===== src/rtl/uart_rx.sv =====
// -----------------------------------------------------------------------------
// uart_rx -- 8N1 UART receiver with a one-entry valid/ready output register.
//
// The line is brought into the clk_i domain by a two-flop synchronizer. Bytes
// are recovered by mid-bit sampling with a single baud counter. A start bit is
// re-checked at its midpoint so short glitches are ignored. A low stop bit is a
// framing error. After a framing error the receiver waits for the line to go
// high again, so a held-low (break) line is not read as a run of 0x00 bytes.
//
// Ports:
//   clk_i        in   1  system clock
//   rstn_i       in   1  asynchronous active-low reset
//   uart_rx_i    in   1  serial line, asynchronous, idle high
//   data_o       out  8  received byte, meaningful while valid_o=1
//   valid_o      out  1  a byte is held in the output register
//   ready_i      in   1  consumer takes data_o when valid_o & ready_i
//   frame_err_o  out  1  one-cycle pulse: stop bit sampled low
//   overrun_o    out  1  one-cycle pulse: finished byte dropped, register full
//
// Parameters:
//   FREQ  system clock frequency in Hz
//   BAUD  line rate in bit/s (FREQ/BAUD must be at least 4)
// -----------------------------------------------------------------------------
module uart_rx #(
  parameter int FREQ = 27000000,
  parameter int BAUD = 115200
) (
  input  logic       clk_i,
  input  logic       rstn_i,
  input  logic       uart_rx_i,
  output logic [7:0] data_o,
  output logic       valid_o,
  input  logic       ready_i,
  output logic       frame_err_o,
  output logic       overrun_o
);

  localparam int CLKS_PER_BIT = FREQ / BAUD;
  localparam int HALF_BIT     = CLKS_PER_BIT / 2;
  localparam int CNT_W        = 25;

  localparam logic [CNT_W-1:0] CNT_BIT_END  = CNT_W'(CLKS_PER_BIT - 1);
  localparam logic [CNT_W-1:0] CNT_HALF_END = CNT_W'(HALF_BIT - 1);

  typedef enum logic [2:0] {
    S_IDLE,
    S_START,
    S_DATA,
    S_STOP,
    S_BREAK
  } state_t;

  logic             rx_meta_p0;
  logic             rx_s;

  state_t           state_q;
  state_t           state_d;
  logic [CNT_W-1:0] cnt_q;
  logic [CNT_W-1:0] cnt_d;
  logic [2:0]       bit_idx_q;
  logic [2:0]       bit_idx_d;
  logic [7:0]       shreg_q;
  logic [7:0]       shreg_d;
  logic             commit;
  logic             ferr_set;

  // Stage p0/p1: two-flop synchronizer, idle-high reset value
  always_ff @(posedge clk_i or negedge rstn_i) begin
    if (!rstn_i) begin
      rx_meta_p0 <= 1'b1;
      rx_s       <= 1'b1;
    end else begin
      rx_meta_p0 <= uart_rx_i;
      rx_s       <= rx_meta_p0;
    end
  end

  // Receiver state, baud counter, bit index and shift register
  always_ff @(posedge clk_i or negedge rstn_i) begin
    if (!rstn_i) begin
      state_q   <= S_IDLE;
      cnt_q     <= '0;
      bit_idx_q <= '0;
      shreg_q   <= '0;
    end else begin
      state_q   <= state_d;
      cnt_q     <= cnt_d;
      bit_idx_q <= bit_idx_d;
      shreg_q   <= shreg_d;
    end
  end

  // Next-state logic. The counter only runs inside START/DATA/STOP; it is held
  // at zero in IDLE and BREAK so every timed state is entered with cnt=0.
  always_comb begin
    state_d   = state_q;
    cnt_d     = cnt_q + 1'b1;
    bit_idx_d = bit_idx_q;
    shreg_d   = shreg_q;
    commit    = 1'b0;
    ferr_set  = 1'b0;

    case (state_q)
      S_IDLE: begin
        cnt_d = '0;
        if (!rx_s) begin
          state_d = S_START;
        end
      end

      S_START: begin
        if (cnt_q == CNT_HALF_END) begin
          cnt_d = '0;
          // Line back high at mid start bit: a glitch, silently dropped.
          if (rx_s) begin
            state_d = S_IDLE;
          end else begin
            state_d   = S_DATA;
            bit_idx_d = '0;
          end
        end
      end

      S_DATA: begin
        if (cnt_q == CNT_BIT_END) begin
          cnt_d   = '0;
          // LSB arrives first, so shift right and insert at the top.
          shreg_d = {rx_s, shreg_q[7:1]};
          if (bit_idx_q == 3'd7) begin
            state_d = S_STOP;
          end else begin
            bit_idx_d = bit_idx_q + 3'd1;
          end
        end
      end

      S_STOP: begin
        if (cnt_q == CNT_BIT_END) begin
          cnt_d = '0;
          if (rx_s) begin
            commit  = 1'b1;
            state_d = S_IDLE;
          end else begin
            ferr_set = 1'b1;
            state_d  = S_BREAK;
          end
        end
      end

      S_BREAK: begin
        cnt_d = '0;
        if (rx_s) begin
          state_d = S_IDLE;
        end
      end

      default: begin
        state_d = S_IDLE;
        cnt_d   = '0;
      end
    endcase
  end

  // Output register and error pulses. A commit while the register is full is
  // accepted only if the consumer takes the old byte in that same cycle.
  always_ff @(posedge clk_i or negedge rstn_i) begin
    if (!rstn_i) begin
      data_o      <= '0;
      valid_o     <= 1'b0;
      frame_err_o <= 1'b0;
      overrun_o   <= 1'b0;
    end else begin
      frame_err_o <= ferr_set;
      overrun_o   <= commit & valid_o & ~ready_i;
      if (commit) begin
        if (!valid_o || ready_i) begin
          data_o  <= shreg_q;
          valid_o <= 1'b1;
        end
      end else if (valid_o && ready_i) begin
        valid_o <= 1'b0;
      end
    end
  end

endmodule


===== config.mk =====
export PLATFORM = sky130hd
export DESIGN_NAME = uart_rx
export DESIGN_NICKNAME = d
export VERILOG_FILES = /design/src/rtl/uart_rx.sv
export SDC_FILE = /design/constraint.sdc
export NUM_CORES = 1
export LEC_CHECK = 0
export CAP_MARGIN = 15
export CELL_PAD_IN_SITES_DETAIL_PLACEMENT = 1
export CELL_PAD_IN_SITES_GLOBAL_PLACEMENT = 2
export CORE_AREA = 4 4 86 88
export DETAILED_ROUTE_END_ITERATION = 8
export DIE_AREA = 0 0 90 92
export HOLD_SLACK_MARGIN = 0.08
export PLACE_DENSITY = 0.75
export SLEW_MARGIN = 0
export SYNTH_ARGS = -nofsm -noshare
export SYNTH_HDL_FRONTEND = slang
export SYNTH_SLANG_ARGS = --single-unit

===== constraint.sdc =====
create_clock -name clk_i -period 2.4 [get_ports clk_i]
set_clock_uncertainty 0.05 [all_clocks]
set_input_delay 0.48 -clock clk_i [delete_from_list [all_inputs] [get_ports clk_i]]
set_output_delay 0.48 -clock clk_i [all_outputs]
set_load 0.05 [all_outputs]

==> run summary <==
The flow ran to the end, and the final reports show no timing, DRC or antenna violations. Vertical die dimension: 92 µm. The worst register-to-register path has a depth of 5. In this run, synthesis produced a sequential element count of 52. The worst-path maximum fanout came out at 5. The initial antenna violation count was 0. The share of the synthesized area in the top cell type was 0.501; the number of maximum-capacitance constraint violations was 0.

In this run the worst hold path is classified as in -> async. Remaining global-route overflow: 0. Sorting the synthesized cells by area gives the leading types as sky130_fd_sc_hd__dfrtp_1 50%, sky130_fd_sc_hd__mux2_2 7.7%, sky130_fd_sc_hd__nor2_1 5.4%.

The number of port buffers works out to 14. The tools report the part of the Yosys area used for sequential elements as 0.522. Period utilization: 0.937. The fraction of power consumed by sequential logic is 0.613.

The number of buffers inserted during clock tree synthesis is 5, and the number of search-and-repair iterations in the first detailed-routing pass is 4. The number of enable-type register cells in the synthesized netlist was 0. Summed over all failing endpoints, the final setup total negative slack is 0 ns.

The design draws 1.44 mW. The longest clock path from root to sink contains 2 buffers. Data arrives at the worst endpoint at 2.39 ns. In this run the critical register-to-register path is captured at state_q[0]. In this run the power spent charging and discharging nets is 337 µW. At the pin with the least slew margin, the transition time is 0.515 ns.

The layout has 754 filler cells. The commonest cells after synthesis are 50 x sky130_fd_sc_hd__dfrtp_1, 36 x sky130_fd_sc_hd__nor2_1, 17 x sky130_fd_sc_hd__mux2_2, 14 x sky130_fd_sc_hd__xor2_1, 13 x sky130_fd_sc_hd__nand2_1. The count of nets left with antenna violations once routing finished came out at 0.

The weighted congestion reported at the end of routability-driven placement came out at 0.768. The number of DRC markers after the initial detailed-route iteration came out at 52. The run gives 33 as the pin count of the biggest net entering global routing. TritonCTS built the clock tree.

Dividing the detail-routed wire length by the instance count gives 15.2 µm. The floorplan step defined a die boundary enclosing 0.00828 mm². During synthesis, Yosys emitted a total of 0 warnings.

The layout cell share with drive strength beyond 1 is 0.175. The logs give 0 for the final-report hold violation count and 0 for the count of antenna diodes in the layout. The die is 90 µm wide. The final period demand of the worst path was 2.25 ns; the cell count after synthesis was 231. The later pin in the worst-skew pair is clocked with a latency of 0.31 ns. In this run the power density over the cells is 498 mW/mm². In this run the count of I/O pins placed on the die edge is 15. The logs give 0.15 ns for the reg2reg setup slack and 265 for the number of nets in the finished design. The fraction of power spent switching nets is 0.235.

STA classifies the critical path startpoint as a flop. The run gives 0.445 GHz as the maximum clock frequency. The per-instance average area after synthesis was 10.8 µm².

The most critical setup path has its endpoint at state_q[0]. The share of flip-flops with an asynchronous set or reset came out at 1.00. Summing all multi-input logic gate instances after layout gives 0.00114 mm². The most critical setup path has its startpoint at cnt_q[9].

The post-synthesis cell area was 0.00250 mm²; the number of global-route vias before repair was 1,868. The combined global-route utilization of all metal layers was 0.136; the area of placed instances was 0.00279 mm². The number of vias per cell works out to 5.29. The area of the core was 0.00664 mm².

The critical path is of the reg -> reg type. The first global-routing pass estimated 9180 µm of wire. The startpoint of the lowest-slack register-to-register path is cnt_q[9].

For the count of final max-slew check failures, the log shows 0. Post-detailed-routing wire length: 5120 µm. By instance count, the leading cell after synthesis is sky130_fd_sc_hd__dfrtp_1. Counting every net in the synthesized netlist gives 240. The total DRC errors in the routed layout was 0. The area growth from synthesis to final layout works out to 15.7%.

The number of sinks handled by clock tree synthesis was 52; the starting density of the core was 0.376. The tools report the clock root buffer as sky130_fd_sc_hd__clkbuf_8. The biggest area contributor in the post-synthesis netlist is sky130_fd_sc_hd__dfrtp_1. The internal power of the cells was 1.10 mW. For the endpoint required time on the critical path, the log shows 2.54 ns. The logs give 0 for the final count of negative-setup-slack endpoints and 0.369 for the clock network fraction of design power.

After floorplanning, the core was divided into 30 placement rows. The worst setup path is captured at a flop. The run gives 0.657 as the worst-case headroom to the max-slew limit. The sequential cells in the finished layout cover a total of 0.00130 mm².

For the maximum VDD drop, the log shows 0.252 mV. The post-CTS setup buffer count came out at 0. After clock tree synthesis, the clock-pin slew on the worst setup and hold paths is 0.10 ns.

Hold is met by 0.0844 ns. The wire-length estimate of the detail-placed layout is 3740 µm. Combinational cell fraction of total power: 0.018. Setup repair after global routing left no endpoint under its margin. The H-tree generated during clock tree synthesis spans 2 levels. For this design the static power due to leakage is 1.36 nW. The total non-filler cell area in the finished layout was 0.00289 mm². The logs give 1,782 for the via total after detailed routing and 44 for the count of different cell masters after synthesis.

Most instantiated flip-flop cell in the synthesis netlist: sky130_fd_sc_hd__dfrtp_1.
## sequential cells by signal, summed over array words and instances (netlist names)
register,cells
shreg_q,8
valid_o,1
bit_idx_q,3
frame_err_o,1
state_q,3
data_o,8
rx_meta_p0,1
cnt_q,25
overrun_o,1
rx_s,1
## stage by stage
step,std cells,worst slack [ns],utilization
3_3_place_gp,329,0.161,0.420
3_5_place_dp,329,0.171,0.420
2_1_floorplan,231,0.241,-
6_report,337,0.152,0.435
4_1_cts,337,0.156,0.434
5_1_grt,337,0.0742,0.435
## cells in the final DEF (no fill, tap or decap), types with 2 or more instances in the layout
cell type	instances
sky130_fd_sc_hd__dfrtp_1	50
sky130_fd_sc_hd__nor2_1	36
sky130_fd_sc_hd__mux2_2	17
sky130_fd_sc_hd__xor2_1	14
sky130_fd_sc_hd__nand2_1	13
sky130_fd_sc_hd__clkdlybuf4s50_1	13
sky130_fd_sc_hd__nand4_1	10
sky130_fd_sc_hd__xnor2_1	10
sky130_fd_sc_hd__buf_4	10
sky130_fd_sc_hd__nand3_1	9
sky130_fd_sc_hd__inv_1	5
sky130_fd_sc_hd__nor4_1	5
sky130_fd_sc_hd__and2_1	5
sky130_fd_sc_hd__ha_1	5
sky130_fd_sc_hd__clkbuf_8	5
sky130_fd_sc_hd__and4_1	4
sky130_fd_sc_hd__and3_1	4
sky130_fd_sc_hd__or4_1	4
sky130_fd_sc_hd__nor3_1	3
sky130_fd_sc_hd__nor2b_1	3
sky130_fd_sc_hd__a21oi_1	3
sky130_fd_sc_hd__nor3b_1	2
sky130_fd_sc_hd__a21o_1	2
sky130_fd_sc_hd__dfstp_2	2
## power by group through the flow
stage                     Sequential, mW  Combinational [mW]  Clock (mW)
after floorplan                    0.896             0.00351           0
after global placement             0.899              0.0280           0
after detailed placement           0.898              0.0281           0
after CTS                          0.882              0.0282       0.565
after global routing               0.882              0.0312       0.594
final                              0.881              0.0263       0.531
## cell type report
type	instances	share of cell area
well taps	80	0.0346
clock buffers	5	0.0238
clock inverters	3	0.00953
inverters	5	0.00650
multi-input cells	167	0.395
flip-flops and latches	52	0.451
repair buffers	25	0.0797
## worst max-delay path: stages (launching register included)
cell and delay [ns]:
sky130_fd_sc_hd__dfrtp_1 0.45, sky130_fd_sc_hd__or4_1 0.52, sky130_fd_sc_hd__or4_1 0.47, sky130_fd_sc_hd__or4_1 0.47, sky130_fd_sc_hd__o21ai_1 0.14, sky130_fd_sc_hd__a21oi_1 0.05
## per-layer routing
metal,global-route usage,vias to the layer above,wire length [µm]
li1,-,849,-
met1,0.186,899,2420
met2,0.214,28,2460
met3,0.0336,6,190
met4,0.0395,0,53
met5,0,-,0
## cells by family after synthesis
| group | after synthesis | synth area share |
|---|---|---|
| and+or+nand+nor | 106 | 0.225 |
| DFF | 52 | 0.522 |
| xor gates and xnor gates | 24 | 0.0842 |
| muxes | 18 | 0.0807 |
| AOI/OAI and AO/OA | 14 | 0.0391 |
| buffers and inverters | 12 | 0.0235 |
| adders and majority gates | 5 | 0.0251 |
## worst min path at each step
stage / endpoint / cells past startpoint
2_1_floorplan: bit_idx_q[0] / 0
3_3_place_gp: rx_s / 0
3_5_place_dp: rx_s / 0
4_1_cts: frame_err_o / 1
5_1_grt: bit_idx_q[0] / 1
6_report: frame_err_o / 1
## timing repair
action                                  in CTS  in global routing
hold buffers                                 0                  0
gates resized for setup                      0                  1
endpoints found under the setup margin       0                  8
No activity file was read; power rests on OpenSTA's default activity.
==> patch 1: new RTL, same settings <==
Change the parameter `FREQ` from 27000000 to 20250000.
--- a/src/rtl/uart_rx.sv
+++ b/src/rtl/uart_rx.sv
@@ -22,7 +22,7 @@
 //   BAUD  line rate in bit/s (FREQ/BAUD must be at least 4)
 // -----------------------------------------------------------------------------
 module uart_rx #(
-  parameter int FREQ = 27000000,
+  parameter int FREQ = 20250000,
   parameter int BAUD = 115200
 ) (
   input  logic       clk_i,
Formal check against the unedited RTL: no difference found for any inputs over 10 cycles, from zero or initial values and one cycle with rstn_i low; that may be too few to reach the edited logic, so the function may still have changed.
==> patch 1 against the original RTL <==
  * Via count down 3.7%
  * Total power grew 0.28%
  * Sequential share of layout area fell by 1.1 points
  * Sequential cell count unchanged
  * Worst setup slack worse by 81 ps
  * Hold slack improved by 8.1 ps
  * Largest cell class unchanged
  * Highest routed layer unchanged
  * Sequential power barely moved
  * Area after synthesis decreased by 4.4%
  * Routed wire length shrank 1.1%
  * Critical endpoint is now data_o[5]
  * Cell area grew 2.6%
==> patch 1: results (changes against the original RTL) <==
[critical_path]
path_max_fanout = 8  ; was 5
cp.arrival_ps = 2480  ; was 2390 ps
rrSetupSlack_ps = 70  ; was 150 ps
timing.rr.end = data_o[5]  ; was state_q[0]
cp_slowest_cell = or4b_4  ; was or4_1
reg2reg_from = cnt_q[0]  ; was cnt_q[9]
rr_worst_depth = 8  ; was 5

[synth]
synth_cells = 216  ; was 231
synth_area_leaders = dfrtp_1, mux2_2, xor2_1  ; was dfrtp_1, mux2_2, nor2_1
yosys-top-cells-count = dfrtp_1, nor2_1, xor2_1  ; was dfrtp_1, nor2_1, mux2_2
synth-seq-area-share = 0.546  ; was 0.522
ys_types = 36  ; was 44

[global_route]
grt_max_degree = 30  ; was 33
grt_pass1_wl_um = 8750  ; was 9180 um
track_usage = 0.132  ; was 0.136
grt_pass1_vias = 1759  ; was 1,868

[finish]
fillers = 741  ; was 754
drive_gt1_frac = 0.242  ; was 0.175
final_nets = 267  ; was 265

[place]
dp_cells = 332  ; was 329
placed_area_mm2 = 0.00285  ; was 0.00279 mm2
dp_hpwl_um = 3660  ; was 3740 um
gp_congestion = 0.750  ; was 0.768

[run_status]
status = finished clean  ; unchanged

[route]
vias = 1716  ; was 1,782
drtIter0Drc = 36  ; was 52
wire_per_inst_um = 14.9  ; was 15.2 um

[sta]
hold_ws_ps = 92.5  ; was 84.4 ps
slew_headroom = 0.630  ; was 0.657

[power_and_ir_drop]
ir_drop_v = 0.000215  ; was 0.000252 V
p_leak_nw = 1.39  ; was 1.36 nW

patch 1: cell types whose count changed in the layout (fill, tap and decap cells not counted), sizes merged, moves of 4 or more:
cell   change
and4       -4
xor2       +6
and2       -6
or4        -4
buf       +18
xnor2      -7
patch 1: kinds of logic after synthesis:
family,Yosys count,synth area share
buffers and inverters,14,0.0251
flip-flops,52,0.546
AND/OR/NAND/NOR,94,0.205
multiplexers,17,0.0796
adder cells (fa/ha/maj),4,0.0210
XOR/XNOR,23,0.0843
AO/OA/AOI/OAI,12,0.0388
patch 1: repair_timing:
item,CTS,global route
resized for setup,1,2
pin swaps,0,3
buffers inserted,0,0
setup endpoints to repair,8,8
patch 1: layout make-up:
class	count	area, um2	share of cell area
clock buffer	5	68.8	0.0232
multi-input combinational	150	1050	0.353
tap	80	100	0.0338
clock inverter	3	27.5	0.00929
inverter	7	26.3	0.00887
sequential	52	1300	0.440
timing repair buffer	43	390	0.132
patch 1: power breakdown:
| group | internal [mW] | switching, mW | leakage, nW |
|---|---|---|---|
| combinational | 0.00743 | 0.0193 | 0.636 |
| sequential | 0.879 | 0.00206 | 0.705 |
| clock | 0.215 | 0.320 | 0.0463 |
| total | 1.10 | 0.342 | 1.39 |
patch 1: stage by stage:
stage	total power [mW]	worst slack [ps]
6_report	1.44	70.6
4_1_cts	1.47	26.3
2_1_floorplan	0.899	7.15
3_3_place_gp	0.926	74.8
3_5_place_dp	0.926	-6.91
5_1_grt	1.51	-44.9
patch 1: worst max-delay path by stage:
| stage | start | end | slack, ps | cells past startpoint |
|---|---|---|---|---|
| 3_3_place_gp | cnt_q[0] | data_o[2] | 70 | 8 |
| 4_1_cts | cnt_q[0] | data_o[5] | 30 | 8 |
| 2_1_floorplan | cnt_q[0] | data_o[0] | 7 | 8 |
| 3_5_place_dp | cnt_q[0] | data_o[5] | -7 | 8 |
| 5_1_grt | cnt_q[0] | data_o[1] | -40 | 8 |
| 6_report | cnt_q[0] | data_o[5] | 70 | 8 |
patch 1: layer usage:
layer,vias to the layer above,wire [um],GRT usage
met5,-,0,0
met4,0,74,0.0459
met3,6,180,0.0312
met2,25,2510,0.226
met1,845,2300,0.164
li1,840,-,-
==> patch 2: new RTL, same flow settings <==
Made on the original files. Re-encode `state_t` (5 states) as Gray code, 3 bits wide.
--- a/src/rtl/uart_rx.sv
+++ b/src/rtl/uart_rx.sv
@@ -43,11 +43,11 @@
   localparam logic [CNT_W-1:0] CNT_HALF_END = CNT_W'(HALF_BIT - 1);
 
   typedef enum logic [2:0] {
-    S_IDLE,
-    S_START,
-    S_DATA,
-    S_STOP,
-    S_BREAK
+    S_IDLE  = 3'b000,
+    S_START = 3'b001,
+    S_DATA  = 3'b011,
+    S_STOP  = 3'b010,
+    S_BREAK = 3'b110
   } state_t;
 
   logic             rx_meta_p0;
Check against the original RTL: same outputs for any inputs over 10 cycles, from zero or initial values and one cycle with rstn_i low; not proved beyond that.
==> patch 2 against the original RTL <==
  * Routed wire length fell by 5.6%
  * Area after synthesis fell by 0.60%
  * Via count fell by 7.6%
  * Cell area fell by 1.3%
  * Critical endpoint is now shreg_q[4]
  * Worst setup slack got worse by 21 ps
  * Largest power group unchanged
  * Total power rose by 7.2%
  * Utilization fell by 0.58 points
  * Highest routed layer unchanged
  * Sequential cell count did not move
==> patch 2: results (changes against the original RTL) <==
[clocking]
cts_tree = done  ; unchanged
cts_buffers = 5  ; unchanged
cts.clk_slew.worst_paths_ps = 100  ; about the same
htree_levels = 2  ; unchanged
clock_latency_ps = 310  ; about the same
cts_setup_buffers = 0  ; unchanged
clockBufferDepth = 2  ; unchanged

[power_and_ir_drop]
ir_drop_v = 0.000179  ; was 0.000252 V
intPower_mw = 1.23  ; was 1.10 mW
p_leak_nw = 1.33  ; was 1.36 nW

[sta]
slew_headroom = 0.613  ; was 0.657
hold_ws_ps = 108  ; was 84.4 ps

[global_route]
grt_pass1_wl_um = 8470  ; was 9180 um
grt_pass1_vias = 1733  ; was 1,868
track_usage = 0.126  ; was 0.136
antenna_found_initial = 0  ; unchanged
grt_max_degree = 30  ; was 33

[critical_path]
timing.rr.end = shreg_q[4]  ; was state_q[0]
rr_worst_depth = 5  ; unchanged
path_max_fanout = 11  ; was 5
cp.arrival_ps = 2420  ; was 2390 ps
reg2reg_from = cnt_q[12]  ; was cnt_q[9]

[route]
wl_um = 4830  ; was 5120 um
drtIter0Drc = 68  ; was 52
drtPass1Iterations = 4  ; unchanged
vias = 1646  ; was 1,782

[run_status]
status = finished clean  ; unchanged

[synth]
ys_types = 41  ; was 44
synth-async-reset-ratio = 1.00  ; unchanged
syn-num-nets = 230  ; was 240
synth_area_leaders = dfrtp_1, nor2_1, xor2_1  ; was dfrtp_1, mux2_2, nor2_1
synthFlopType = dfrtp_1  ; unchanged
ys_warn_count = 0  ; unchanged
synth-seq-area-share = 0.525  ; was 0.522
yosys-top-cells-count = dfrtp_1, nor2_1, xor2_1  ; was dfrtp_1, nor2_1, mux2_2

[finish]
drive_gt1_frac = 0.186  ; was 0.175
n_antenna_cell = 0  ; unchanged
fillers = 722  ; was 754
final_nets = 250  ; was 265

[place]
dp_hpwl_um = 3490  ; was 3740 um
port_buffers = 14  ; unchanged
post-place-ws_ps = 126  ; was 171 ps
gp_congestion = 0.741  ; was 0.768

[flow_run]
max_cap_viol_count = 0  ; unchanged

[hold_path]
hold_class = in -> async  ; unchanged

[patch 2: through the flow]
| stage | power, mW | instances | cell area [um2] | utilization |
|---|---|---|---|---|
| final | 1.54 | 322 | 2850 | 0.429 |
| after floorplan | 0.898 | 221 | 2480 | - |
| after global placement | 0.925 | 314 | 2730 | 0.411 |
| after CTS | 1.58 | 322 | 2850 | 0.429 |
| after global routing | 1.62 | 322 | 2850 | 0.429 |
| after detailed placement | 0.925 | 314 | 2730 | 0.411 |
[patch 2: cell type report]
class                   count  area share
flip-flops and latches     52       0.457
repair buffers             19      0.0650
clock buffers               6      0.0290
clock inverters             2      0.0136
inverters                   8      0.0105
multi-input cells         155       0.389
well taps                  80      0.0351
[patch 2: per-layer routing]
layer / track usage / wire [um] / vias up
met5: 0 / 0 / -
met4: 0.0421 / 63 / 0
met3: 0.0254 / 128 / 5
met2: 0.213 / 2370 / 14
met1: 0.162 / 2270 / 830
li1: - / - / 797
[patch 2: kinds of logic (layout without fill, tap and decap cells)]
family                   Yosys count  count (layout)  synth area share
AND/OR/NAND/NOR                   98              98             0.218
flip-flops                        52              52             0.525
XOR/XNOR                          23              23            0.0812
multiplexers                      16              16            0.0832
buffers and inverters             14              35            0.0277
AO/OA/AOI/OAI                     13              13            0.0398
adder cells (fa/ha/maj)            5               5            0.0252
[patch 2: power by group through the flow]
stage | Combinational, mW | Sequential [mW] | Clock (mW)
after floorplan | 0.00120 | 0.897 | 0
after global placement | 0.0275 | 0.897 | 0
after detailed placement | 0.0279 | 0.897 | 0
after CTS | 0.0279 | 0.880 | 0.669
after global routing | 0.0307 | 0.881 | 0.705
final | 0.0255 | 0.880 | 0.637
[patch 2: worst max-delay path, stage by stage, from the launching register on]
cell and delay, ps:
dfrtp_1 430, or4_1 550, and4bb_4 350, and3_4 240, nand3_4 190, mux2_4 360
[patch 2: how the worst max path moves through the flow]
stage                     startpoint         end  slack [ps]  cells past startpoint
final                      cnt_q[12]  shreg_q[4]         130                      5
after detailed placement   cnt_q[12]  shreg_q[4]         130                      5
after global routing       cnt_q[12]  shreg_q[4]          40                      5
after floorplan            cnt_q[12]  shreg_q[1]         280                      6
after CTS                  cnt_q[12]  shreg_q[4]         110                      5
after global placement     cnt_q[12]  shreg_q[4]         180                      5
